[config.mk]
export PLATFORM = sky130hd
export DESIGN_NAME = disp_scan_ctrl_flat
export DESIGN_NICKNAME = d
export VERILOG_FILES = /design/src/rtl/disp_pkg.sv /design/src/rtl/disp_scan_ctrl_if.sv /design/src/rtl/disp_scan_ctrl_scan_tick.sv /design/src/rtl/disp_scan_ctrl.sv /design/src/flat_wrapper.sv
export SDC_FILE = /design/constraint.sdc
export NUM_CORES = 1
export LEC_CHECK = 0
export CORE_ASPECT_RATIO = 1.4
export CORE_UTILIZATION = 46
export DETAILED_ROUTE_END_ITERATION = 10
export PLACE_DENSITY = 0.68
export SYNTH_ARGS = -nofsm -noshare
export SYNTH_HDL_FRONTEND = slang
export SYNTH_HIERARCHICAL = 1
export SYNTH_SLANG_ARGS = --single-unit
[constraint.sdc]
create_clock -name CLK -period 4.8 [get_ports CLK]
set_input_delay 0.96 -clock CLK [delete_from_list [all_inputs] [get_ports CLK]]
set_output_delay 0.96 -clock CLK [all_outputs]
set_load 0.02 [all_outputs]
[src/rtl/disp_pkg.sv]
// Shared types and constants for the multiplexed seven-segment scan controller.
package disp_pkg;

  typedef enum logic [1:0] {
    LOAD   = 2'd0,
    CAPT   = 2'd1,
    COMMIT = 2'd2
  } conv_state_t;

  typedef logic [3:0] digit_t;

  localparam digit_t BLANK_CODE = 4'hF;

endpackage

[src/rtl/disp_scan_ctrl_if.sv]
// Channel inputs, shared separator link and display drive of the scan controller.
interface disp_scan_ctrl_if #(
  parameter int NUM_CH = 3
);
  logic [6*NUM_CH-1:0] CH_DATA;
  logic                FREEZE;
  logic                BLANK_LEAD;
  logic [5:0]          SEP_DATA;
  logic [3:0]          SEP_TENS;
  logic [3:0]          SEP_ONES;
  logic [2*NUM_CH-1:0] DIGIT_SEL;
  logic [3:0]          DIGIT_BCD;
  logic                DP;

  modport master (
    input  CH_DATA, FREEZE, BLANK_LEAD, SEP_TENS, SEP_ONES,
    output SEP_DATA, DIGIT_SEL, DIGIT_BCD, DP
  );

  modport slave (
    output CH_DATA, FREEZE, BLANK_LEAD, SEP_TENS, SEP_ONES,
    input  SEP_DATA, DIGIT_SEL, DIGIT_BCD, DP
  );
endinterface

[src/rtl/disp_scan_ctrl_scan_tick.sv]
// Refresh divider plus digit index counter; adv pulses on the divider terminal count.
module scan_tick #(
  parameter int NUM_DIG  = 6,
  parameter int SCAN_DIV = 50000,
  parameter int IDX_W    = $clog2(NUM_DIG)
) (
  input  logic             CLK,
  input  logic             RST_N,
  output logic [IDX_W-1:0] idx,
  output logic             adv
);
  localparam int CNT_W = $clog2(SCAN_DIV);

  logic [CNT_W-1:0] cnt;

  assign adv = (cnt == CNT_W'(SCAN_DIV - 1));

  always_ff @(posedge CLK or negedge RST_N) begin
    if (!RST_N) begin
      cnt <= '0;
      idx <= '0;
    end else if (adv) begin
      cnt <= '0;
      idx <= (idx == IDX_W'(NUM_DIG - 1)) ? '0 : idx + 1'b1;
    end else begin
      cnt <= cnt + 1'b1;
    end
  end
endmodule

[src/rtl/disp_scan_ctrl.sv]
// Shares one tens/ones separator among NUM_CH channels, double-buffers the digits
// and scans the common-anode digit selects.
module disp_scan_ctrl
  import disp_pkg::*;
#(
  parameter int NUM_CH   = 3,
  parameter int SCAN_DIV = 50000
) (
  input  logic             CLK,
  input  logic             RST_N,
  disp_scan_ctrl_if.master bus
);
  localparam int NUM_DIG = 2 * NUM_CH;
  localparam int CH_W    = (NUM_CH > 1) ? $clog2(NUM_CH) : 1;
  localparam int IDX_W   = $clog2(NUM_DIG);

  conv_state_t      state;
  logic [CH_W-1:0]  ch;
  logic [5:0]       sep_q;
  logic [5:0]       ch_value;
  digit_t           shadow [NUM_DIG];
  digit_t           buffer [NUM_DIG];

  logic [IDX_W-1:0]   idx;
  logic               adv;
  logic               adv_q;
  logic [NUM_DIG-1:0] sel_q;
  digit_t             bcd_q;
  logic               dp_q;

  always_comb begin
    ch_value = '0;
    for (int k = 0; k < NUM_CH; k++)
      if (ch == CH_W'(k)) ch_value = bus.CH_DATA[6*k +: 6];
  end

  // Conversion pass: LOAD drives the separator, CAPT latches its result one cycle later
  always_ff @(posedge CLK or negedge RST_N) begin
    if (!RST_N) begin
      state <= LOAD;
      ch    <= '0;
      sep_q <= '0;
      for (int i = 0; i < NUM_DIG; i++) begin
        shadow[i] <= '0;
        buffer[i] <= '0;
      end
    end else begin
      case (state)
        LOAD: begin
          sep_q <= ch_value;
          state <= CAPT;
        end
        CAPT: begin
          for (int k = 0; k < NUM_CH; k++)
            if (ch == CH_W'(k)) begin
              shadow[2*k]   <= bus.SEP_TENS;
              shadow[2*k+1] <= bus.SEP_ONES;
            end
          if (ch == CH_W'(NUM_CH - 1)) begin
            state <= COMMIT;
          end else begin
            ch    <= ch + 1'b1;
            state <= LOAD;
          end
        end
        COMMIT: begin
          if (!bus.FREEZE) buffer <= shadow;
          ch    <= '0;
          state <= LOAD;
        end
        default: state <= LOAD;
      endcase
    end
  end

  scan_tick #(
    .NUM_DIG  (NUM_DIG),
    .SCAN_DIV (SCAN_DIV),
    .IDX_W    (IDX_W)
  ) u_tick (
    .CLK   (CLK),
    .RST_N (RST_N),
    .idx   (idx),
    .adv   (adv)
  );

  // Display stage: select/DP move one cycle after the index; BCD re-reads the buffer every cycle
  always_ff @(posedge CLK or negedge RST_N) begin
    if (!RST_N) begin
      adv_q <= 1'b0;
      sel_q <= {{(NUM_DIG-1){1'b1}}, 1'b0};
      bcd_q <= '0;
      dp_q  <= 1'b1;
    end else begin
      adv_q <= adv;
      bcd_q <= buffer[idx];
      if (adv_q) begin
        sel_q <= ~(NUM_DIG'(1) << idx);
        dp_q  <= ~(idx[0] & (idx != IDX_W'(NUM_DIG - 1)));
      end
    end
  end

  assign bus.SEP_DATA  = sep_q;
  assign bus.DIGIT_SEL = sel_q;
  assign bus.DP        = dp_q;
  assign bus.DIGIT_BCD = (bus.BLANK_LEAD && !sel_q[0] && bcd_q == '0) ? BLANK_CODE : bcd_q;
endmodule

[src/flat_wrapper.sv]
// flat-port wrapper written by rule: the top's interface ports become plain ports
module disp_scan_ctrl_flat import disp_pkg::*;
#(
  parameter int NUM_CH   = 3,
  parameter int SCAN_DIV = 50000
)
  (CLK, RST_N, bus_CH_DATA, bus_FREEZE, bus_BLANK_LEAD, bus_SEP_TENS, bus_SEP_ONES, bus_SEP_DATA, bus_DIGIT_SEL, bus_DIGIT_BCD, bus_DP);
  disp_scan_ctrl_if #(.NUM_CH(NUM_CH)) bus_i ();
  input  logic CLK;
  input  logic RST_N;
  input wire logic [$bits(bus_i.CH_DATA)-1:0] bus_CH_DATA;
  input wire logic [$bits(bus_i.FREEZE)-1:0] bus_FREEZE;
  input wire logic [$bits(bus_i.BLANK_LEAD)-1:0] bus_BLANK_LEAD;
  input wire logic [$bits(bus_i.SEP_TENS)-1:0] bus_SEP_TENS;
  input wire logic [$bits(bus_i.SEP_ONES)-1:0] bus_SEP_ONES;
  output wire logic [$bits(bus_i.SEP_DATA)-1:0] bus_SEP_DATA;
  output wire logic [$bits(bus_i.DIGIT_SEL)-1:0] bus_DIGIT_SEL;
  output wire logic [$bits(bus_i.DIGIT_BCD)-1:0] bus_DIGIT_BCD;
  output wire logic [$bits(bus_i.DP)-1:0] bus_DP;
  assign bus_i.CH_DATA = bus_CH_DATA;
  assign bus_i.FREEZE = bus_FREEZE;
  assign bus_i.BLANK_LEAD = bus_BLANK_LEAD;
  assign bus_i.SEP_TENS = bus_SEP_TENS;
  assign bus_i.SEP_ONES = bus_SEP_ONES;
  assign bus_SEP_DATA = bus_i.SEP_DATA;
  assign bus_DIGIT_SEL = bus_i.DIGIT_SEL;
  assign bus_DIGIT_BCD = bus_i.DIGIT_BCD;
  assign bus_DP = bus_i.DP;
  disp_scan_ctrl #(.NUM_CH(NUM_CH), .SCAN_DIV(SCAN_DIV)) u_core (.CLK(CLK), .RST_N(RST_N), .bus(bus_i));
endmodule
# Word-level counts from Yosys, hierarchy flattened
# Cells that the tools add are included.
totals:
  reg_bits: 89
  in_bits: 30
  out_inout_bits: 17
  word_cells: 64
op_classes:
  add_sub_neg: 3
  n_lt_le_gt_ge: 1
  eq_ne: 8
  n_shift: 1
  n_mux: 13
  n_bitwise: 5
  reduce_logical: 12
op_table:
  columns: ["cell", "n"]
  rows:
  - ["$mux 6", 3]
  - ["$add 16x1->16 const B", 1]
  - ["$eq 16x16->1 const B", 1]
  - ["$mux 16", 1]
  - ["$bmux 4 s3", 1]
  - ["$mux 4", 3]
  - ["$reduce_and 2->1", 5]
  - ["$pmux 2 s2", 2]
  - ["$not 6->6", 1]
  - ["$shl 1x3->6 const A", 1]
  - ["$eq 2x1->1 const B", 2]
  - ["$eq 2x2->1 const B", 2]
  - ["$ge 4x4->1 const B", 1]
  - ["$logic_not 2->1", 2]
  - ["$logic_not 4->1", 1]
  - ["$mux 2", 2]
  - ["$not 3->4", 1]
  - ["$add 3x1->3 const B", 1]
  - ["$eq 3x3->1 const B", 1]
  - ["$mux 3", 1]
  - ["$ne 3x3->1 const B", 1]
  - ["$add 2x1->2 const B", 1]
  - ["$logic_and 1x1->1", 2]
  - ["$ne 2x2->1 const B", 1]
  - ["4 further kinds", 5]

# Longest topological paths before layout
logic_depth:
  word_depth: 4
  mapped_depth: 6
  depth_no_buf: 5

# Cells and area by module
# Netlist, hierarchy kept.
modules_own_cells:
  columns: ["mod", "n_inst", "cells_per_inst", "area_each_um2", "seq_area_each_um2"]
  rows:
  - ["disp_scan_ctrl", 1, 221, 3123.0, 1759.2]
  - ["scan_tick", 1, 79, 912.1, 475.5]

# Least setup slack after synthesis
# OpenSTA, ideal clock, no wires.
synth_timing:
  path_kind: "input port to output port"
  startpoint: "in bus_BLANK_LEAD"
  endpoint: "out bus_DIGIT_BCD[0]"
  t_arrival_ns: 1.278
  required_time_ns: 3.840
  path_slack_ns: 2.562
  cell_stages: 2
  n_path_buf: 0
  cell_sequence: "nand3b_1 nand2b_1"
synth_via:
  elab_chain_cells: 3
synth_lines:
  columns: ["element", "line_no", "rtl"]
  rows:
  - ["from (decl)", "flat_wrapper.sv:13", "input wire logic [$bits(bus_i.BLANK_LEAD)-1:0] bus_BLANK_LEAD;"]
  - ["$logic_and 1x1->1 (2 in a row)", "disp_scan_ctrl.sv:107", "assign bus.DIGIT_BCD = (bus.BLANK_LEAD && !sel_q[0] && bcd_q == '0) ? BLANK_CODE : bcd_q;"]
  - ["$mux 4", "disp_scan_ctrl.sv:107", null]
  - ["to (decl)", "flat_wrapper.sv:18", "output wire logic [$bits(bus_i.DIGIT_BCD)-1:0] bus_DIGIT_BCD;"]
# No other way between the ends.

# Worst setup path in the final report
layout_timing:
  startpoint: "in bus_BLANK_LEAD"
  endpoint: "out bus_DIGIT_BCD[2]"
# The elaborated chain is that of the path after synthesis.

==> flow_metrics.py <==
metrics = {
    "outcome": {
        "status": "completed",
    },
    "clock_tree": {
        "cts.sinks": 89,
        "clkLatencyLatePin_ns": 0.33,
        "cts.clk_slew.worst_paths_ns": 0.06,
        "cts_made_buffers": 9,
        "hold_buffers": 0,
        "cts-resized-gates": 0,
        "clk_root_buffer_cell": "clkbuf_16",
        "cts_tree": "done",
        "cts_max_path_buffers": 2,
        "htree_levels": 3,
        "cts_setup_buffers": 0,
    },
    "drt": {
        "num_vias": 2493,
        "wirelength_mm": 7.23,
        "drtIter0Drc": 118,
        "via_per_inst": 5.44,
        "ant_nets": 0,
        "avgRoutedWirePerCell_um": 15.8,
        "dr.pass1.iters": 4,
        "drc": 0,
    },
    "setup_path": {
        "critPathLaunchType": "input port",
        "cp_slowest_stage_delay_ns": 0.59,
        "critPathMaxFanout": 4,
        "critPathTopFamily": "buffers and inverters",
        "rr_startpoint": "u_core/u_tick/cnt[0]",
        "critPathKind": "in2out",
        "critPathBufInv": 2,
        "crit_slowest_cell": "clkdlybuf4s50_1",
        "critical_path.endpoint_type": "output port",
        "cp.arrival_ns": 2.25,
        "worstPathCellList": "clkdlybuf4s50_1 > nand3b_1 > nand2b_1 > clkdlybuf4s50_1",
        "critPathRequiredTime_ns": 3.84,
        "setup.worst_path.start": "bus_BLANK_LEAD",
        "path_common_cell": "clkdlybuf4s50_1",
    },
    "synthesis": {
        "netlist_area_sq_mm": 0.00404,
        "ys_types": 48,
        "yosys-top-cells-area": "dfrtp_1, mux2_2, mux2_4, dfstp_2, mux2i_1",
        "synth-edff-count": 0,
        "synth_top_area_share": 0.515,
        "synth_ff_type": "dfrtp_1",
        "syn_nets": 339,
        "yosysTopAreaCell": "dfrtp_1",
        "yosys_warnings": 6,
        "ys_ff_latch": 89,
        "postSynth.asyncResetShare": 1.00,
        "avgSynthCellArea_sq_um": 13.5,
        "postSynthCellCount": 300,
        "yosysSeqAreaShare": 0.554,
    },
    "power": {
        "p_int_mw": 1.31,
        "switching_share": 0.203,
        "ir_drop_mv": 0.242,
        "p_switching_mw": 0.333,
        "power_density_mw_per_mm2": 337,
        "combPwrFrac": 0.073,
        "p_clk_frac": 0.435,
        "seqPwrFrac": 0.492,
        "power_leakage_nw": 2.09,
    },
    "placement": {
        "hpwlAfterDp_mm": 4.74,
        "placed_area_sq_mm": 0.00455,
        "gp_routability_congestion": 0.761,
        "io_buffers": 46,
    },
    "cells_and_area": {
        "num-fill-cells": 719,
        "n_antenna_cell": 0,
        "fin_nets": 387,
        "area_delta_synth_final_pct": 20.4,
        "drive_gt1_frac": 0.246,
        "final_area_sq_mm": 0.00486,
    },
    "sta": {
        "skew_ns": 0.00771,
        "relSlewSlack": 0.492,
        "tightestPinTransition_ns": 0.761,
        "max_freq_ghz": 0.312,
        "hold_viol": 0,
        "min_period_ns": 3.21,
        "final_max_slew_viol_count": 0,
        "fin_crit_sh": 0.668,
        "rsz0062_at_grt": "false",
        "setup_viol": 0,
        "tns_ns": 0,
        "whs_ns": 0.486,
    },
    "hold_path": {
        "min_from": "u_core/bus.DP",
        "hp-class": "reg2reg",
    },
    "global_route": {
        "grt_pass1_wl_mm": 12.5,
        "track_usage": 0.183,
        "antenna_found_initial": 0,
        "grt_pass1_vias": 2590,
        "globalRouteOverflowTotal": 0,
        "grt_max_degree": 55,
    },
    "die": {
        "ios": 47,
        "die_x_um": 81.2,
        "die_h_um": 113,
        "die_area_sq_mm": 0.00916,
        "initial_core_util": 0.471,
        "rows": 40,
        "coreArea_sq_mm": 0.00856,
    },
    "flow_run": {
        "drv_cap": 0,
    },
}
-- routing by layer --
layer | GRT usage | share of wire | vias up
met1 | 0.227 | 0.42 | 1267
met2 | 0.304 | 0.53 | 53
met5 | 0 | 0 | -
met3 | 0.0371 | 0.033 | 9
met4 | 0.0821 | 0.017 | 0
li1 | - | - | 1164
-- flip-flops by register name, indices dropped and copies added, names as in the netlist --
register,cells
u_core/state,2
u_core/shadow,24
u_core/bcd_q,4
u_core/ch,2
u_core/buffer,24
u_core/adv_q,1
u_core/u_tick/cnt,16
u_core/bus.SEP_DATA,6
u_core/u_tick/idx,3
u_core/bus.DIGIT_SEL,6
u_core/bus.DP,1
-- synth_stat cells (2+ instances only) --
| cell type | n |
|---|---|
| a21o_1 | 2 |
| nor2b_1 | 3 |
| nor3_1 | 2 |
| a21oi_1 | 3 |
| nand2b_1 | 5 |
| o32a_1 | 5 |
| mux2i_1 | 13 |
| dfstp_2 | 6 |
| nand3_1 | 6 |
| dfrtp_1 | 83 |
| buf_2 | 2 |
| xor2_1 | 9 |
| and3_2 | 2 |
| mux2_2 | 29 |
| o21ai_0 | 6 |
| o21ai_1 | 4 |
| o22ai_1 | 6 |
| buf_6 | 6 |
| nor2_1 | 17 |
| o22a_1 | 2 |
| inv_1 | 13 |
| xnor2_1 | 5 |
| mux2_4 | 20 |
| nand2_1 | 8 |
| nand4_1 | 3 |
| nand4bb_1 | 2 |
| nor4_1 | 3 |
| a221oi_1 | 6 |
| nand2b_2 | 2 |
| ha_1 | 9 |
-- cell families after synthesis --
kind of cell / Yosys count / synth area share
adder cells (fa/ha/maj): 9 / 0.0279
multiplexers: 62 / 0.188
AND/OR/NAND/NOR: 65 / 0.101
buffers and inverters: 24 / 0.0350
AO/OA/AOI/OAI: 37 / 0.0645
XOR/XNOR: 14 / 0.0304
flip-flops: 89 / 0.554
-- tightest hold or removal path, delay by kind of cell (launching register included) --
family	cells	cell delay [ns]
flip-flops	1	0.37
AND/OR/NAND/NOR	1	0.07
AO/OA/AOI/OAI	1	0.05
-- final cells by class --
| cell class | count | area (sq um) | share of cell area |
|---|---|---|---|
| Clock buffer | 14 | 274 | 0.0564 |
| Clock inverter | 2 | 35.0 | 0.00721 |
| Inverter | 13 | 48.8 | 0.0100 |
| Multi-Input combinational cell | 187 | 1660 | 0.342 |
| Sequential cell | 89 | 2230 | 0.460 |
| Tap cell | 105 | 131 | 0.0270 |
| Timing Repair Buffer | 48 | 473 | 0.0973 |
-- layout by cell type, fill, tap and decap left out, types with 4 or more instances in the layout --
master / count
a221oi_1: 6
o22ai_1: 6
o32a_1: 5
nand3_1: 6
nand2b_1: 5
o21ai_1: 4
ha_1: 9
xor2_1: 9
mux2_2: 29
o21ai_0: 6
clkdlybuf4s50_1: 45
mux2i_1: 13
dfrtp_1: 83
nor2_1: 17
dfstp_2: 6
xnor2_1: 5
clkbuf_16: 9
mux2_4: 20
nand2_1: 8
inv_1: 13
-- through the flow --
step / util / worst slack [ns] / power, mW / std cells
2_1_floorplan: - / 2.56 / 0.876 / 300
3_3_place_gp: 0.532 / 1.61 / 0.936 / 442
3_5_place_dp: 0.532 / 1.59 / 0.941 / 442
4_1_cts: 0.568 / 1.59 / 1.66 / 458
5_1_grt: 0.568 / 1.50 / 1.71 / 458
6_report: 0.568 / 1.59 / 1.64 / 458
-- power by group through the flow --
stage	Clock, mW	Sequential [mW]	Combinational (mW)
floorplan	0	0.817	0.0584
global placement	0	0.818	0.118
detailed placement	0	0.821	0.120
CTS	0.731	0.808	0.121
global route	0.769	0.811	0.131
finish	0.713	0.807	0.119
-- worst paths after layout --
kind                                           end  slack, ns  cells after the start
max reg2reg                   u_core/u_tick/idx[1]       2.70                      5
min reg2reg                          u_core/bus.DP       0.49                      2
max in group asynchronous  u_core/bus.DIGIT_SEL[5]       3.20                      2
min                                  u_core/bus.DP       0.49                      2
min in group asynchronous        u_core/buffer[22]       0.65                      1
max                               bus_DIGIT_BCD[2]       1.59                      4
(Power assumes the default switching activity.)
